### src/rtl/egg_timer_ctrl.sv
// Egg timer sequencer: programs a seconds count, counts it down and sounds a timed alarm.
// Optional build macro TIMER_SNOOZE_EN: start_stop during the alarm reloads SNOOZE_SECS and restarts the run.
module egg_timer_ctrl #(
  parameter int SIZE        = 8,
  parameter int INC_STEP    = 10,
  parameter int MAX_SET     = 250,
  parameter int ALARM_SECS  = 30,
  parameter int SNOOZE_SECS = 60
) (
  input  logic            rst,
  input  logic            sec_clk,
  input  logic            inc,
  input  logic            start_stop,
  input  logic            clear,
  input  logic            ack,
  output logic [SIZE-1:0] remaining,
  output logic [2:0]      state,
  output logic            running,
  output logic            alarm,
  output logic            beep
);

  localparam logic [2:0] IDLE  = 3'd0;
  localparam logic [2:0] SET   = 3'd1;
  localparam logic [2:0] RUN   = 3'd2;
  localparam logic [2:0] PAUSE = 3'd3;
  localparam logic [2:0] ALARM = 3'd4;

  localparam int CNT_W = $clog2(ALARM_SECS + 1);

  if (MAX_SET < INC_STEP || MAX_SET >= (2 ** SIZE) || ALARM_SECS < 1 ||
      SNOOZE_SECS >= (2 ** SIZE) || SNOOZE_SECS < 0) begin : g_bad_params
    $error("egg_timer_ctrl: illegal parameter combination");
  end

  // Add one increment step without wrapping, clamped at the programming ceiling.
  function automatic logic [SIZE-1:0] sat_add(input logic [SIZE-1:0] v);
    logic [SIZE:0] sum;
    sum = {1'b0, v} + (SIZE+1)'(INC_STEP);
    if (sum > (SIZE+1)'(MAX_SET))
      sat_add = SIZE'(MAX_SET);
    else
      sat_add = sum[SIZE-1:0];
  endfunction

  logic [CNT_W-1:0] alarm_cnt;
  logic [CNT_W-1:0] alarm_cnt_nxt;
  logic [2:0]       state_nxt;
  logic [SIZE-1:0]  rem_nxt;
  logic             beep_nxt;

  // Only the highest-priority pulse acts: clear > ack > start_stop > inc.
  logic do_clear, do_ack, do_ss, do_inc;
  assign do_clear = clear;
  assign do_ack   = ack & ~clear;
  assign do_ss    = start_stop & ~clear & ~ack;
  assign do_inc   = inc & ~clear & ~ack & ~start_stop;

  always_comb begin
    state_nxt     = state;
    rem_nxt       = remaining;
    beep_nxt      = 1'b0;
    alarm_cnt_nxt = '0;
    if (do_clear) begin
      state_nxt = IDLE;
      rem_nxt   = '0;
    end else begin
      case (state)
        IDLE: begin
          if (do_inc) begin
            state_nxt = SET;
            rem_nxt   = SIZE'(INC_STEP);
          end
        end
        SET, PAUSE: begin
          if (do_ss)
            state_nxt = RUN;
          else if (do_inc)
            rem_nxt = sat_add(remaining);
        end
        RUN: begin
          if (do_ss) begin
            state_nxt = PAUSE;
          end else if (remaining <= SIZE'(1)) begin
            // Expiry lands in ALARM on the same edge the count reaches zero.
            state_nxt     = ALARM;
            rem_nxt       = '0;
            beep_nxt      = 1'b1;
            alarm_cnt_nxt = CNT_W'(1);
          end else begin
            rem_nxt = remaining - SIZE'(1);
          end
        end
        ALARM: begin
          if (do_ack) begin
            state_nxt = IDLE;
`ifdef TIMER_SNOOZE_EN
          end else if (do_ss) begin
            state_nxt = RUN;
            rem_nxt   = SIZE'(SNOOZE_SECS);
`endif
          end else if (alarm_cnt == CNT_W'(ALARM_SECS)) begin
            state_nxt = IDLE;
          end else begin
            beep_nxt      = ~beep;
            alarm_cnt_nxt = alarm_cnt + CNT_W'(1);
          end
        end
        default: begin
          state_nxt = IDLE;
          rem_nxt   = '0;
        end
      endcase
    end
  end

  always_ff @(posedge sec_clk or posedge rst) begin
    if (rst) begin
      state     <= IDLE;
      remaining <= '0;
      running   <= 1'b0;
      alarm     <= 1'b0;
      beep      <= 1'b0;
      alarm_cnt <= '0;
    end else begin
      state     <= state_nxt;
      remaining <= rem_nxt;
      running   <= (state_nxt == RUN);
      alarm     <= (state_nxt == ALARM);
      beep      <= beep_nxt;
      alarm_cnt <= alarm_cnt_nxt;
    end
  end

endmodule

### config.mk
export PLATFORM = sky130hd
export DESIGN_NAME = egg_timer_ctrl
export DESIGN_NICKNAME = d
export VERILOG_FILES = /design/src/rtl/egg_timer_ctrl.sv
export SDC_FILE = /design/constraint.sdc
export NUM_CORES = 1
export LEC_CHECK = 0
export CAP_MARGIN = 15
export CORE_ASPECT_RATIO = 1.2
export CORE_MARGIN = 2
export CORE_UTILIZATION = 58
export CTS_BUF_LIST = sky130_fd_sc_hd__clkbuf_8 sky130_fd_sc_hd__clkbuf_16
export DETAILED_ROUTE_END_ITERATION = 8
export GPL_TIMING_DRIVEN = 0
export PLACE_DENSITY = 0.84
export SETUP_SLACK_MARGIN = 0.5
export SYNTH_ARGS = -nofsm -noshare
export SYNTH_HDL_FRONTEND = slang
export SYNTH_SLANG_ARGS = --single-unit
### constraint.sdc
create_clock -name sec_clk -period 2.97 [get_ports sec_clk]
set_clock_uncertainty 0.05 [all_clocks]
set_input_delay 0.4455 -clock sec_clk [delete_from_list [all_inputs] [get_ports sec_clk]]
set_output_delay 0.4455 -clock sec_clk [all_outputs]
set_load 0.1 [all_outputs]
==> results.cfg, run 1 <==
[status]
status = finished clean

[flow_run]
maxCapViolCount = 0

[yosys]
async_flop_share_pct = 100
synth_cells = 163
syn_avg_cell_area_sq_um = 8.71
ys_ff_latch = 19
yosysUniqueCellTypes = 48
seq_area_frac_synth_pct = 33.5
synth_edf_count = 0
yosys_warnings = 0
synth_ff_type = dfrtp_1
syn-num-nets = 178
synth_area_sq_um = 1420

[power_and_ir_drop]
power_frac_comb_pct = 11.4
powerDensity_nw_per_um2 = 297
clock_power_share_pct = 36.7
switching_share_pct = 25.8
p_total_mw = 0.503
switchingPower_mw = 0.130
power_leakage_nw = 0.741
p_seq_share_pct = 51.9
intPower_mw = 0.373
vdd_ir_drop_max_v = 0.000387

[grt]
track_usage_pct = 25.3
grt_max_degree = 20
overflow = 0
antenna_found_initial = 0
grt_pass1_wl_um = 5680
grt_pass1_vias = 1286

[placed_design]
placedCellCount = 212
portBuffers = 18
pre_cts_ws_ns = 0.518
gp_congestion = 0.879
place_area_sq_um = 1640
dp_hpwl_um = 2440

[critical_path]
critical_path.cell_chain = clkdlybuf4s50_1
critPathRequiredTime_ns = 2.47
critical_path_class = reg -> out
cp_max_fo = 6
critPathMaxStageDelay_ns = 1.18
end_kind = output pin
crit_slowest_cell = clkdlybuf4s50_1
startpoint_type = flop
cp_top_family = buffers and inverters
critPathArrivalTime_ns = 1.91
path_buf_inv = 1

[timing]
setup_tns_ns = 0
max-slew-margin-rel_pct = 35.0
fmax_mhz = 415
hold-worst-slack_ns = 0.347
maxSlewViolCount = 0
finalSetupViolCount = 0
period_needed_ns = 2.41
worstMarginPinSlew_ns = 0.972
finalCritPeriodShare_pct = 81.2
hold_viol = 0
setup_slack_ns = 0.560
grt_setup_unrepaired = true

[layout]
final_util_pct = 73.4
syn_to_final_growth_pct = 19.2
layout-drive-gt1-share_pct = 12.4
final_cells = 216
final_area_sq_um = 1690
final_common_cell = clkdlybuf4s50_1
antenna_cells = 0
mostFrequentLayoutCells = 17 x clkdlybuf4s50_1, 15 x nor2_1, 15 x a21oi_1, 15 x dfrtp_1, 14 x o21ai_0
final_nets = 201

[clock_network]
cts_tree = done
clk_pin_slew_ns = 0.08
clock_latency_ns = 0.26
clock_path_buffers = 2
cts_root_buffer = clkbuf_8
hold_buffers = 0
cts.sinks = 19
numCtsBuffers = 3
postCtsSetupRepairBufs = 0
h-tree-depth = 1
cts_resized = 0

[floorplanning]
core_area_sq_um = 2310
die_x_um = 49.2
initial_core_util_pct = 61.6
die_area_sq_um = 2860
rows = 19
die_y_um = 58.2
io_pins = 20

[detailed_routing]
viasPerCell = 6.01
via_count = 1298
wire_per_inst_um = 14.8
drc = 0
detail-route-antenna-nets = 0
dr.pass1.iters = 4
drt_iter0_drc = 28
totalWireLength_um = 3200

[worst_hold_path]
hold_class = in -> reg
-- power by group through the flow --
stage / logic (mW) / registers [mW] / clock network (mW)
floorplan: 0.0315 / 0.276 / 0
global placement: 0.0562 / 0.266 / 0
detailed placement: 0.0571 / 0.266 / 0
CTS: 0.0574 / 0.261 / 0.185
global route: 0.0631 / 0.262 / 0.196
finish: 0.0573 / 0.261 / 0.185
-- layout make-up --
cell class,count,area [sq um]
tap,31,38.8
sequential,19,480
clock buffer,3,41.3
fill,178,613
multi-input combinational,125,846
clock inverter,1,5.00
inverter,10,37.5
timing repair buffer,18,183
buffer,9,61.3
-- state kept, by name, indices dropped and copies added, names as in the netlist --
name       count
alarm_cnt      5
beep           1
remaining      8
alarm          1
state          3
running        1
-- synthesized netlist by cell type, types with 2 or more instances --
library cell / instances / area [sq um]
dfrtp_1: 19 / 475
a21oi_1: 15 / 75.1
nor2_1: 15 / 56.3
o21ai_0: 14 / 70.1
inv_1: 10 / 37.5
nand2_1: 10 / 37.5
ha_1: 9 / 113
nand3_1: 6 / 30.0
buf_2: 4 / 20.0
nor3_1: 4 / 20.0
xor2_1: 4 / 35.0
buf_6: 3 / 33.8
nor2b_1: 3 / 18.8
xnor2_1: 3 / 26.3
a211oi_1: 2 / 15.0
a21boi_0: 2 / 15.0
a21o_1: 2 / 15.0
a31oi_1: 2 / 12.5
nand2b_1: 2 / 12.5
nand3b_1: 2 / 15.0
nand4_1: 2 / 12.5
nor4_1: 2 / 12.5
o22ai_1: 2 / 12.5
o31ai_1: 2 / 15.0
-- path summary, 6_finish.rpt --
| path | cells after the start | end | slack [ns] | from |
|---|---|---|---|---|
| max | 1 | remaining[7] | 0.56 | remaining[7] |
| min | 2 | state[0] | 0.35 | clear |
| max reg2reg | 7 | remaining[1] | 0.70 | remaining[1] |
| min reg2reg | 1 | beep | 0.41 | beep |
| max in group asynchronous | 2 | remaining[4] | 1.81 | rst |
| min in group asynchronous | 2 | alarm_cnt[0] | 0.55 | rst |
-- metal layers --
| metal | wire length [um] | part of all wire (%) | up-vias | global-route usage (%) |
|---|---|---|---|---|
| met2 | 1650 | 51 | 29 | 45.2 |
| met3 | 90 | 2.8 | 10 | 3.87 |
| li1 | - | - | 635 | - |
| met4 | 66 | 2.1 | 0 | 10.2 |
| met5 | 0 | 0 | - | 0 |
| met1 | 1400 | 44 | 624 | 30.4 |
-- cell families after synthesis --
logic type	count (synthesis)	share of synthesized area, %
AOI/OAI and AO/OA	54	26.0
and+or+nand+nor	54	20.6
buffers and inverters	19	6.96
DFF	19	33.5
adders and majority gates	9	7.93
xor gates and xnor gates	7	4.32
muxes	1	0.705
(Power assumes the default switching activity.)
==> run 2, diff against run 1 <==
Settings changed: CORE_UTILIZATION 58 to 49, PLACE_DENSITY 0.84 to 0.76.
Clock period 2.97 ns to 2.13 ns, I/O delays scaled along.
==> run 2 against run 1 <==
  * The flow now finishes with violations (negative setup slack)
  * Via count is 14% higher
  * First-iteration DRC count is 89% higher
  * Final cell count is 13% higher
  * Critical path type is now reg -> reg
  * Combinational power is 80% higher
  * Critical endpoint is now remaining[3]
  * Highest routed layer unchanged
  * Count of clock-buffer cells in the layout stayed put
  * Die area is 17% higher
  * Worst setup slack worse by 0.57 ns
  * Wire length is 35% higher
  * Register-to-register slack worse by 0.71 ns
  * Worst hold slack worse by 0.095 ns
==> results.cfg, run 2 (synthesized netlist as in run 1, its figures left out) <==
[layout]
final_util_pct = 78.1
mostFrequentLayoutCells = 23 x buf_4, 11 x nor2_1, 11 x a21oi_1
final_common_cell = buf_4
antenna_cells = 0
final_nets = 227
reg.largest.list = remaining x8, alarm_cnt x5, state x3
n_fill_cell = 198
syn_to_final_growth_pct = 53.2
largest_register_ffs = 8
regMostFlops = remaining
layout-drive-gt1-share_pct = 47.4

[floorplanning]
io_pins = 20
core_area_sq_um = 2790
die_y_um = 63.0
rows = 21
initial_core_util_pct = 51.0
die_area_sq_um = 3350
die_x_um = 53.1

[power_and_ir_drop]
power_leakage_nw = 0.886
vdd_ir_drop_max_v = 0.000315
powerDensity_nw_per_um2 = 331
clock_power_share_pct = 35.0
p_seq_share_pct = 50.7
switchingPower_mw = 0.193
switching_share_pct = 26.7
power_frac_comb_pct = 14.3
intPower_mw = 0.528

[timing]
setup_slack_ns = -0.00817
finalSetupViolCount = 1
max-slew-margin-rel_pct = 37.1
period_needed_ns = 2.14
hold-worst-slack_ns = 0.252
worstMarginPinSlew_ns = 0.948
maxSlewViolCount = 0
fmax_mhz = 468
hold_viol = 0
setup_tns_ns = -0.00817
finalCritPeriodShare_pct = 100
grt_setup_unrepaired = true

[clock_network]
clock_path_buffers = 2
clock_latency_ns = 0.26
hold_buffers = 0
clk_pin_slew_ns = 0.07
numCtsBuffers = 3
cts_root_buffer = clkbuf_8
h-tree-depth = 1
cts.sinks = 19
cts_tree = done

[flow_run]
maxCapViolCount = 0

[critical_path]
startpoint_type = flop
crit_slowest_cell = dfrtp_4
cp_max_fo = 3
path_buf_inv = 1
critPathRequiredTime_ns = 2.26
critPathMaxStageDelay_ns = 0.51
critical_path.cell_chain = ha_4 -> nor2_1 -> o21ai_0 -> a21o_1 -> o41ai_4 -> buf_4 -> o21ai_2 -> a31oi_1
end_kind = flop
cp_top_family = compound AO/OA/AOI/OAI gates
critPathArrivalTime_ns = 2.27
critical_path_class = reg -> reg

[grt]
grt_pass1_vias = 1424
met3_usage_pct = 3.59
grt_pass1_wl_um = 6420
grt.busiest_layer = met2
grt_util_met1_pct = 30.1
track_usage_pct = 25.7
grt_max_degree = 20
grt_util_met2_pct = 44.7
overflow = 0
antenna_found_initial = 0

[worst_hold_path]
hold_class = in -> reg

[detailed_routing]
wire_per_inst_um = 17.6
via_count = 1485
drc = 0
viasPerCell = 6.06
detail-route-antenna-nets = 0
drt_iter0_drc = 53
dr.pass1.iters = 4
totalWireLength_um = 4320

[placed_design]
gp_congestion = 0.900
portBuffers = 18
dp_hpwl_um = 2530
pre_cts_ws_ns = -0.198

[status]
failed_checks = negative setup slack
status = complete, but fails checks
## run 2: cell count changes in the layout (fill, tap and decap cells not counted), moves of 5 or more
cell             before  now
o21ai_0              14    5
dfrtp_4               0    7
clkdlybuf4s15_2       0    7
buf_4                 0   23
dfrtp_1              15    8
o21ai_2               0    5
clkdlybuf4s50_1      17    1
## run 2: power groups by stage
stage / sequential (mW) / clock, mW / combinational [mW]
final: 0.365 / 0.252 / 0.103
after global routing: 0.366 / 0.275 / 0.111
after CTS: 0.365 / 0.255 / 0.0959
after detailed placement: 0.373 / 0 / 0.0829
after global placement: 0.373 / 0 / 0.0811
after floorplan: 0.386 / 0 / 0.0460
## run 2: routing by layer
layer	vias to the layer above	part of all wire [%]
met4	0	4.7
met2	62	53
met3	23	4.8
li1	688	-
met1	712	38
met5	-	0
## run 2: what timing repair did
item / in CTS / in global routing
hold endpoints to repair: 0 / 0
cloned: 1 / 0
resized for setup: 75 / 31
setup buffers: 14 / 11
pin swaps: 11 / 16
setup endpoints to repair: 29 / 22
## run 2: worst register-to-register path: stages, from the launching register on
cell	delay [ns]
dfrtp_4	0.51
ha_4	0.19
nor2_1	0.15
o21ai_0	0.13
a21o_1	0.23
o41ai_4	0.38
buf_4	0.20
o21ai_2	0.07
a31oi_1	0.16
## run 2: worst paths after layout
| kind | end | slack (ns) | cells past startpoint | start |
|---|---|---|---|---|
| hold reg to reg | beep | 0.41 | 1 | beep |
| min in group asynchronous | alarm | 0.44 | 2 | rst |
| setup / recovery | remaining[3] | -0.008 | 8 | remaining[1] |
| setup reg to reg | remaining[3] | -0.008 | 8 | remaining[1] |
| max in group asynchronous | remaining[5] | 1.04 | 2 | rst |
| hold / removal | state[0] | 0.25 | 2 | clear |
## run 2: cell type report
| type | count | area [sq um] | share of cell area (%) |
|---|---|---|---|
| plain buffers | 9 | 82.6 | 3.80 |
| clock buffers | 3 | 41.3 | 1.90 |
| clock inverters | 1 | 3.75 | 0.173 |
| inverters | 10 | 41.3 | 1.90 |
| multi-input cells | 125 | 1080 | 49.7 |
| flip-flops and latches | 19 | 507 | 23.3 |
| well taps | 34 | 42.5 | 1.96 |
| repair buffers | 44 | 377 | 17.3 |
## run 2: metrics by stage
stage	total power [mW]	instances	cell area, sq um
global route	0.752	245	2180
global placement	0.454	215	1740
CTS	0.716	234	2030
floorplan	0.432	163	1510
detailed placement	0.456	215	1740
finish	0.720	245	2180
==> RTL change 1: new RTL, config.mk and constraints of run 2 <==
The output `alarm` loses its register stage (`alarm` becomes a continuous assignment).
--- a/src/rtl/egg_timer_ctrl.sv
+++ b/src/rtl/egg_timer_ctrl.sv
@@ -119,18 +119,18 @@
       state     <= IDLE;
       remaining <= '0;
       running   <= 1'b0;
-      alarm     <= 1'b0;
       beep      <= 1'b0;
       alarm_cnt <= '0;
     end else begin
       state     <= state_nxt;
       remaining <= rem_nxt;
       running   <= (state_nxt == RUN);
-      alarm     <= (state_nxt == ALARM);
       beep      <= beep_nxt;
       alarm_cnt <= alarm_cnt_nxt;
     end
   end
 
+  assign alarm = (state_nxt == ALARM);
+
 endmodule
 
Behaviour: same outputs for any inputs over 10 cycles, from zero or initial values and one cycle with rst high; that may be too few to reach the edited logic, so the function may still have changed.
==> RTL change 1 against run 2 <==
The run still ends with negative setup slack left; maximum frequency decreased by 12%; design area down 12%; area after synthesis is 1.8% lower; sequential cell count decreased by 1; critical path depth stayed put; non-clock buffer count decreased by 13; setup slack got worse by 0.30 ns; register-to-register slack worse by 0.13 ns; first-iteration DRC count increased by 5.7%; worst hold slack lost 0.026 ns; cell count down 5.7%; routed wire length down 7.9%; power is 0.82% higher.
==> RTL change 1: results (changes against run 2) <==
- Placement-stage worst setup slack: -1.11 ns (-0.911 ns)
- DRT iter0 DRCs: 56 (+5.7%)
- Die ar.: 0.00329 mm^2 (-1.6%)
- Detailed placer's ending HPWL: 2.61 mm (+3.4%)
- Fraction of power consumed by sequential logic: 47.6% (-3.1 points)
- Placed insts: 214 (-0.47%)
- Final clock-cell share: 2.86% (+0.79 points)
- Gate power share: 11.9% (-2.4 points)
- Via Count: 1,407 (-5.3%)
- H-Tree Depth: 1 (unchanged)
- Design Area, Final: 0.00192 mm^2 (-12%)
- Routed len/inst: 17.2 um (-2.3%)
- Status: finished with violations
- Num sequential: 18 (-1)
- Largest net degree at the start of global routing: 19 (-5.0%)
- Reg2Reg Setup Slack: -0.14 ns (-0.13 ns)
- Setup violations, final: 8 (+7)
- Final TNS setup: -0.757 ns (-0.749 ns)
- Seq/Total Area, Yosys: 32.3% (-1.2 points)
- Vias in the first global route: 1,480 (+3.9%)
- Worst-path fanout max: 2 (-1)
- Worst setup endpoint: alarm
- Dominant cells by area after synthesis: dfrtp_1 (32%), ha_1 (8.1%), a21oi_1 (5.4%)
- PD cells: 377 mW/mm^2 (+14%)
- Wirelength, routed: 3.98 mm (-7.9%)
- Slew HR: 37.3% (+0.19 points)
- CP startpoint: remaining[6]
- Arrival @ worst endpoint: 2.06 ns (-0.21 ns)
- Multi-input logic portion of the cell area: 49.6% (-0.074 points)
- Setup crit end kind: primary output
- Peak supply drop: 349 uV (+11%)
- Largest regs: remaining: 8 flops, alarm_cnt: 5 flops, state: 3 flops
- Placed standard-cell area: 0.00168 mm^2 (-3.2%)
- Register fraction of the total cell area: 25.0% (+1.7 points)
- Setup WS post-layout: -0.304 ns (-0.296 ns)
- Non-clk bufs: 40 (-25%)
- GR Util met1: 27.7% (-2.4 points)
- Non-clock buffering overhead: 18.0% (-3.1 points)
- Hold Slack: 0.226 ns (-0.0262 ns)
- Crit Reg-Reg Endpoint: remaining[0]
- Sw frac: 25.8% (-0.89 points)
- Mapped Cells: 162 (-0.61%)
- RePlAce Congestion: 0.897 (-0.42%)
- First-pass GRT wire length: 6.47 mm (+0.75%)
- Total GRT Usage: 25.8% (+0.12 points)
- Static Leakage: 0.768 nW (-13%)
- Clock Buffer Count: 4 (+1)
- Syn nets: 177 (-0.56%)
- Share of cells above drive strength 1: 38.1% (-9.3 points)
- Met2 usage: 45.6% (+0.94 points)
- Most frequent cells after synthesis: dfrtp_1 (18), a21oi_1 (15), nor2_1 (15), o21ai_0 (14)
- GR met3 Demand/Resource: 4.55% (+0.96 points)
- Failing checks: negative setup slack
- Layout fillers: 217 (+9.6%)
## RTL change 1: cell types whose count changed after synthesis
cell / run 2 / this run
dfrtp_1: 19 / 18
## RTL change 1: logic make-up after synthesis
kind of cell / synth area share, %
muxes: 0.718
and+or+nand+nor: 21.0
AOI/OAI and AO/OA: 26.5
buffers and inverters: 7.08
DFF: 32.3
xor gates and xnor gates: 4.39
adders and majority gates: 8.07
## RTL change 1: critical path, stage by stage, from the launching register on
cell,delay [ns]
dfrtp_4,0.48
buf_6,0.13
nor3_4,0.20
nand2_2,0.09
nor3_2,0.11
nand3_1,0.12
a221o_1,0.38
clkinvlp_4,0.11
buf_12,0.17
## RTL change 1: timing repair
| action | CTS | global route |
|---|---|---|
| cloned | 0 | 0 |
| gates resized for setup | 77 | 16 |
| setup buffers | 8 | 5 |
| pin swaps | 5 | 8 |
| endpoints found under the setup margin | 28 | 18 |
## RTL change 1: metal layers
metal,up-vias,routed length (um)
met1,682,1470
met5,-,0
met2,58,2220
li1,654,-
met4,0,110
met3,13,177
==> RTL change 2: new RTL, config.mk and constraints of run 2 <==
Without the edit above. The option `TIMER_SNOOZE_EN` is turned on by a define.
--- a/src/rtl/egg_timer_ctrl.sv
+++ b/src/rtl/egg_timer_ctrl.sv
@@ -1,5 +1,7 @@
 // Egg timer sequencer: programs a seconds count, counts it down and sounds a timed alarm.
 // Optional build macro TIMER_SNOOZE_EN: start_stop during the alarm reloads SNOOZE_SECS and restarts the run.
+`define TIMER_SNOOZE_EN
+
 module egg_timer_ctrl #(
   parameter int SIZE        = 8,
   parameter int INC_STEP    = 10,
Behaviour: no difference found for any inputs over 10 cycles, from zero or initial values and one cycle with rst high; that may be too few to reach the edited logic, so the function may still have changed.
==> RTL change 2 against run 2 <==
Power rose by 14%; highest routed layer unchanged; largest cell class unchanged; design area about the same; clock power is 7% higher; critical path type unchanged; setup slack gained 0.026 ns; routed wire length is 5.3% higher; critical path depth shrank 2; global-route usage up 1.0 points; sequential cell count unchanged; area after synthesis increased by 7.4%; cell count increased by 4.1%.
==> RTL change 2: results (changes against run 2) <==
- Compound-cell area share of the yosys netlist: 27.7% (+1.7 points)
- Total met3 wirelength after detailed routing: 184 um (-11%)
- Reg clk slew, reported paths: 0.08 ns
- Share of cells above drive strength 1: 41.1% (-6.3 points)
- Status: completed
- Slew HR: 48.6% (+12 points)
- 1st-pass router iterations: 4 (unchanged)
- Largest regs: remaining: 8 flops, alarm_cnt: 5 flops, state: 3 flops
- Setup violations, final: 0 (-1)
- Cell family with most CP delay: simple AND/OR/NAND/NOR gates
- Wirelength, routed: 4.55 mm (+5.3%)
- Initial antenna violation count: 0 (unchanged)
- Syn nets: 192 (+7.9%)
- GR Util met1: 31.7% (+1.6 points)
- Peak supply drop: 419 uV (+33%)
- GR met3 Demand/Resource: 3.86% (+0.28 points)
- Most frequent cells after synthesis: dfrtp_1 (19), inv_1 (12), nand2_1 (12), nor2_1 (12), o21ai_0 (12)
- RePlAce Congestion: 0.988 (+9.7%)
- Final #Nets: 235 (+3.5%)
- CTS buffer count: 3 (unchanged)
- Crit-path max cell delay: 0.57 ns (+0.06 ns)
- WL met2: 2.43 mm (+7.0%)
- Mapped Cells: 177 (+8.6%)
- Met2 usage: 45.7% (+1.0 points)
- Mux contribution to synthesized area: 2.71% (+2.0 points)
- Seq/Total Area, Yosys: 31.2% (-2.3 points)
- Hold Path Class: input port to asynchronous set/reset pin
- Total GRT Usage: 26.7% (+1.0 points)
- M1 wire length: 1.79 mm (+9.5%)
- Cell variety after synth: 57 (+19%)
- Placed insts: 231 (+7.4%)
- Post-synth EDFFs: 0 (unchanged)
- Avg Vias per Cell: 6.07 (+0.15%)
- Final std cells w/o fill: 255 (+4.1%)
- Slowest stage cell, crit path: or4_4
- Worst-path fanout max: 3 (unchanged)
- # port buffers: 18 (unchanged)
- Dominant cells by area after synthesis: dfrtp_1 (31%), ha_1 (7.4%), o21ai_0 (3.9%)
- DRT iter0 DRCs: 60 (+13%)
- Arrival @ worst endpoint: 2.21 ns (-0.06 ns)
- Static Leakage: 0.896 nW (+1.1%)
- Vias in the first global route: 1,530 (+7.4%)
- Placement-stage worst setup slack: -0.134 ns (+0.0637 ns)
- Ys async rst share: 100% (unchanged)
- Clock latency at the later pin of the worst-skew pair: 0.27 ns
- Largest net degree at the start of global routing: 20 (unchanged)
- CTS root buffer: clkbuf_8
- Detailed placer's ending HPWL: 3.07 mm (+22%)
- First-pass GRT wire length: 7.07 mm (+10%)
- DR top layer: met4
- CTS max path bufs: 2 (unchanged)
- Placed standard-cell area: 0.00183 mm^2 (+5.1%)
- Syn. warnings: 0 (unchanged)
- Post-Synth Adder-Cell Area: 7.38% (-0.55 points)
- Ys flop type: dfrtp_1
- Post-synthesis xor/xnor area fraction: 4.02% (-0.30 points)
## RTL change 2: metrics by stage
step	setup TNS (ns)	hold slack, ns
finish	0	0.465
global route	-0.0580	0.530
CTS	0	0.472
detailed placement	-0.532	0.515
global placement	-0.356	0.502
floorplan	-0.0198	0.220
## RTL change 2: timing repair
action | in CTS | in global routing
cloned | 0 | 0
pin swaps | 6 | 7
endpoints found under the setup margin | 32 | 26
hold buffers | 0 | 0
buffers inserted | 8 | 12
gates resized for setup | 59 | 46
## RTL change 2: area by class of cell
cell class                 instances  area [um^2]
buffer                             8         73.8
tap                               36         45.0
inverter                          13         51.3
fill                             239          853
sequential                        19          507
multi-input combinational        137         1140
clock inverter                     1         7.51
clock buffer                       3         41.3
timing repair buffer              38          308
## RTL change 2: cells by family (layout without fill, tap and decap cells)
kind of cell / after synthesis / after routing
AO/OA/AOI/OAI: 59 / 59
adder cells (fa/ha/maj): 9 / 9
flip-flops: 19 / 19
buffers and inverters: 21 / 63
XOR/XNOR: 7 / 7
AND/OR/NAND/NOR: 58 / 58
multiplexers: 4 / 4
## RTL change 2: path summary, 6_finish.rpt
| path | depth (start not counted) | start | to | slack, ns |
|---|---|---|---|---|
| max | 6 | remaining[3] | remaining[1] | 0.02 |
| min | 2 | rst | remaining[6] | 0.46 |
| max reg2reg | 6 | remaining[3] | remaining[1] | 0.02 |
| min reg2reg | 2 | alarm_cnt[1] | alarm_cnt[1] | 0.53 |
| max in group asynchronous | 2 | rst | remaining[1] | 1.00 |
| min in group sec_clk | 2 | alarm_cnt[1] | alarm_cnt[1] | 0.53 |
## RTL change 2: where the power goes
group / total, mW / internal (mW) / switching [mW]
sequential: 0.372 / 0.365 / 0.00666
clock: 0.269 / 0.132 / 0.137
combinational: 0.181 / 0.0728 / 0.108
